==> config.mk <==
export PLATFORM = sky130hd
export DESIGN_NAME = fifo_rd_packer
export DESIGN_NICKNAME = d
export VERILOG_FILES = /design/src/rtl/fifo_rd_packer.sv
export SDC_FILE = /design/constraint.sdc
export NUM_CORES = 1
export LEC_CHECK = 0
export CELL_PAD_IN_SITES_DETAIL_PLACEMENT = 0
export CELL_PAD_IN_SITES_GLOBAL_PLACEMENT = 1
export CORE_MARGIN = 2
export CORE_UTILIZATION = 40
export CTS_CLUSTER_DIAMETER = 50
export DETAILED_ROUTE_END_ITERATION = 10
export GPL_ROUTABILITY_DRIVEN = 1
export PLACE_DENSITY_LB_ADDON = 0.05
export SLEW_MARGIN = 20
export SYNTH_ARGS = -nofsm -noshare
export SYNTH_HDL_FRONTEND = slang
export SYNTH_SLANG_ARGS = --single-unit
==> constraint.sdc <==
create_clock -name rclk -period 2.35 [get_ports rclk]
set_input_delay 0.3525 -clock rclk [delete_from_list [all_inputs] [get_ports rclk]]
set_output_delay 0.3525 -clock rclk [all_outputs]
set_load 0.005 [all_outputs]
==> src/rtl/fifo_rd_packer.sv <==
// Read-side consumer for the fifo1 dual-clock FIFO (rclk domain).
// Pops DSIZE-bit entries and packs NBYTES of them little-endian into one output word.
module fifo_rd_packer #(
    parameter int DSIZE  = 8,
    parameter int NBYTES = 4,
    parameter int OSIZE  = DSIZE * NBYTES
) (
    input  logic                        rclk,
    input  logic                        rrst_n,
    input  logic                        rempty,
    input  logic [DSIZE-1:0]            rdata,
    output logic                        rinc,
    input  logic                        flush,
    output logic                        out_valid,
    input  logic                        out_ready,
    output logic [OSIZE-1:0]            out_data,
    output logic [$clog2(NBYTES+1)-1:0] out_bytes,
    output logic [15:0]                 words_out
);
    localparam int BW = $clog2(NBYTES + 1);
    localparam logic [BW-1:0] LAST = BW'(NBYTES - 1);

    typedef enum logic {FILL = 1'b0, OUT = 1'b1} state_t;

    state_t           state;
    logic [BW-1:0]    cnt;
    logic [OSIZE-1:0] pack_q;
    logic [OSIZE-1:0] next_word;

    // Handshake: a word transfers on any rclk edge where out_valid and out_ready are
    // both high; until then out_data/out_bytes stay frozen and no entry is popped.
    assign rinc = rrst_n & ~rempty & ~flush & (state == FILL);

    // Partial word with the current rdata dropped into lane cnt.
    always_comb begin
        next_word = pack_q;
        for (int k = 0; k < NBYTES; k++) begin
            if (cnt == BW'(k)) begin
                next_word[k*DSIZE +: DSIZE] = rdata;
            end
        end
    end

    always_ff @(posedge rclk) begin
        if (!rrst_n) begin
            state     <= FILL;
            cnt       <= '0;
            pack_q    <= '0;
            out_valid <= 1'b0;
            out_data  <= '0;
            out_bytes <= '0;
            words_out <= '0;
        end else if (state == FILL) begin
            if (rinc) begin
                if (cnt == LAST) begin
                    out_data  <= next_word;
                    out_bytes <= BW'(NBYTES);
                    out_valid <= 1'b1;
                    cnt       <= '0;
                    pack_q    <= '0;
                    state     <= OUT;
                end else begin
                    pack_q <= next_word;
                    cnt    <= cnt + 1'b1;
                end
            end else if (flush && cnt != '0) begin
                // pack_q is cleared after every word, so unused lanes read as zero
                out_data  <= pack_q;
                out_bytes <= cnt;
                out_valid <= 1'b1;
                cnt       <= '0;
                pack_q    <= '0;
                state     <= OUT;
            end
        end else begin
            if (out_valid && out_ready) begin
                out_valid <= 1'b0;
                out_data  <= '0;
                out_bytes <= '0;
                words_out <= words_out + 16'd1;
                state     <= FILL;
            end
        end
    end
endmodule
==> results.ini <==
[clocking]
cts_root_buf = clkbuf_8
postCtsHoldBufs = 0
htreeDepth = 3
cts_tree = yes
clock_path_buffers = 2
post_cts_buffers = 0
clock_latency_ns = 0.36
numCtsBuffers = 9
clkSinkCount = 88
cts-resized-gates = 0
path_clk_slew_ns = 0.09

[detailed_routing]
drtIter0Drc = 116
vias_per_cell = 5.61
wl_met2_um = 4600
wl_met1_um = 4560
met3WireLength_um = 454
drt_pass1_iterations = 5
highest_layer = met4
wl_um = 9710
route.detailed.drc = 0
wl_per_cell_um = 17.1
antenna_left = 0
vias = 3191

[timing]
setup_ws_ns = 0.0871
drv_slew = 0
period_minus_slack_ns = 2.26
fin_crit_sh_pct = 96.3
fin_worst_skew_ns = 0.0119
setup_tns_ns = 0
fin_worst_hold_slack_ns = 0.433
setup_violations = 0
max_freq_mhz = 442
hold_viol_final = 0
rsz0062_at_grt = false
slew_headroom_pct = 54.1
tightest_slew_ns = 0.688

[critical_path]
crit_type = input pin to output port
crit_arrival_ns = 1.91
crit_fanout = 3
cp-start-kind = input pin
critical_path_required_ns = 2.00
end_kind = output port

[global_routing]
antenna_found_initial = 0
grt_pass1_vias = 3030
grt_pass1_wl_um = 15800
overflow = 0
gr-usage-all-layers_pct = 19.9
grt_max_degree = 34

[placed_design]
place_congestion = 0.796
post-place-ws_ns = -0.0415
placed_cell_area_um2 = 4540
dpl.hpwl_um = 6950
dpl.cell_count = 553
io_buffers = 65

[layout]
finalNetCount = 474
instances_no_fill = 569
n_antenna_cell = 0
syn_to_final_growth_pct = 30.1
drive_above_1_share_pct = 9.54
final_cell_area_um2 = 4780
final_util_pct = 54.3

[yosys]
synth_top_area_cell = dfxtp_1
synthCells = 379
synth.area.top_cells = dfxtp_1 (48%), o2bb2ai_1 (7.9%), a21oi_1 (3.8%)
ys.flop_type = dfxtp_1
synth_edf_count = 0
ys_warn_count = 0
synth_top_area_share_pct = 47.9
syn-num-nets = 397
yosys_register_bits = 88
async_flop_share_pct = 0
avgSynthCellArea_um2 = 9.70
ys_types = 46
netlist_area_um2 = 3670
synth-seq-area-share_pct = 47.9

[pwr]
power_density_nw_per_um2 = 632
vdd.ir_drop.worst_mv = 0.311
p_sw_mw = 0.682
power.total_mw = 3.02
clkPwrFrac_pct = 42.0
combPwrFrac_pct = 7.7
swShare_pct = 22.6
internal_power_mw = 2.34
power_leakage_nw = 1.80
p_seq_share_pct = 50.3

[floorplanning]
dieArea_um2 = 9970
ioPinCount = 66
die_h_um = 99.9
fp.dieW_um = 99.9
start_util_pct = 41.7
coreArea_um2 = 8810
num_rows = 34

[run_status]
outcome = finished clean

[job]
drv_cap = 0

[worst_hold_path]
worstHoldPathType = flip-flop to flip-flop

[layout make-up]
class                      count  area (µm²)
inverter                      13        48.8
clock inverter                 5         104
timing repair buffer          89         843
multi-input combinational    255        1750
sequential                    88        1760
clock buffer                  11         141
tap                          108         135
fill                         829        4020
[path summary, 6_finish.rpt]
path / from / endpoint / slack [ns] / cells after the start
min reg2reg: pack_q[28]$_SDFFE_PN0P_ / pack_q[28]$_SDFFE_PN0P_ / 0.43 / 2
min: pack_q[28]$_SDFFE_PN0P_ / pack_q[28]$_SDFFE_PN0P_ / 0.43 / 2
max reg2reg: cnt[0]$_SDFFE_PN0P_ / out_data[2]$_SDFFE_PN0P_ / 0.23 / 6
max: rempty / rinc / 0.09 / 3
[synth_stat cells, types with 2 or more instances]
| cell type | n |
|---|---|
| nor4_1 | 4 |
| dfxtp_1 | 88 |
| buf_2 | 6 |
| a32oi_1 | 16 |
| xnor2_1 | 8 |
| o21a_1 | 2 |
| clkbuf_1 | 12 |
| nand2_1 | 22 |
| mux2i_1 | 10 |
| o21ai_1 | 2 |
| o21ai_0 | 4 |
| and3_1 | 2 |
| a21oi_1 | 28 |
| o2bb2ai_1 | 33 |
| a22oi_1 | 3 |
| a21o_1 | 8 |
| nand3_1 | 9 |
| nor3_1 | 3 |
| nand2b_1 | 4 |
| o211a_1 | 2 |
| a32o_1 | 8 |
| o31ai_1 | 16 |
| buf_6 | 2 |
| nor2b_1 | 5 |
| xor2_1 | 3 |
| or3_1 | 11 |
| ha_1 | 5 |
| buf_4 | 2 |
| nor2_1 | 27 |
| nand3b_1 | 2 |
| inv_1 | 12 |
| nand4_1 | 6 |
[sequential cells by signal, summed over array words and instances (netlist names)]
name       count
cnt            3
pack_q        32
out_data      32
out_valid      1
state          1
out_bytes      3
words_out     16
[logic make-up (layout without fill, tap and decap cells)]
group,count (synthesis),in the layout,share of synthesized area [%]
multiplexers,10,10,2.72
AND/OR/NAND/NOR,104,104,14.9
AO/OA/AOI/OAI,125,125,25.6
XOR/XNOR,11,11,2.62
adder cells (fa/ha/maj),5,5,1.70
flip-flops,88,88,47.9
buffers and inverters,36,118,4.49
[cell usage in the layout, fill, tap and decap left out, types with 11 or more instances in the layout]
| cell | count |
|---|---|
| a32oi_1 | 16 |
| o31ai_1 | 16 |
| or3_1 | 11 |
| buf_4 | 23 |
| dfxtp_1 | 88 |
| a21oi_1 | 28 |
| o2bb2ai_1 | 33 |
| clkdlybuf4s50_1 | 65 |
| inv_1 | 12 |
| nand2_1 | 22 |
| nor2_1 | 27 |
[critical path, stage by stage]
cell             delay (ns)
clkdlybuf4s50_1        0.46
nor4b_2                0.44
clkdlybuf4s50_1        0.65
[metal layers]
metal	track usage, %	vias up
li1	-	1575
met1	26.4	1518
met2	32.5	86
met3	4.25	12
met4	6.53	0
met5	0	-
[power groups by stage]
stage	clock (mW)	sequential [mW]	combinational (mW)
finish	1.27	1.52	0.232
global route	1.36	1.52	0.253
global placement	0	1.56	0.231
floorplan	0	1.55	0.116
CTS	1.31	1.52	0.232
detailed placement	0	1.56	0.231
No activity file was read; power rests on OpenSTA's default activity.
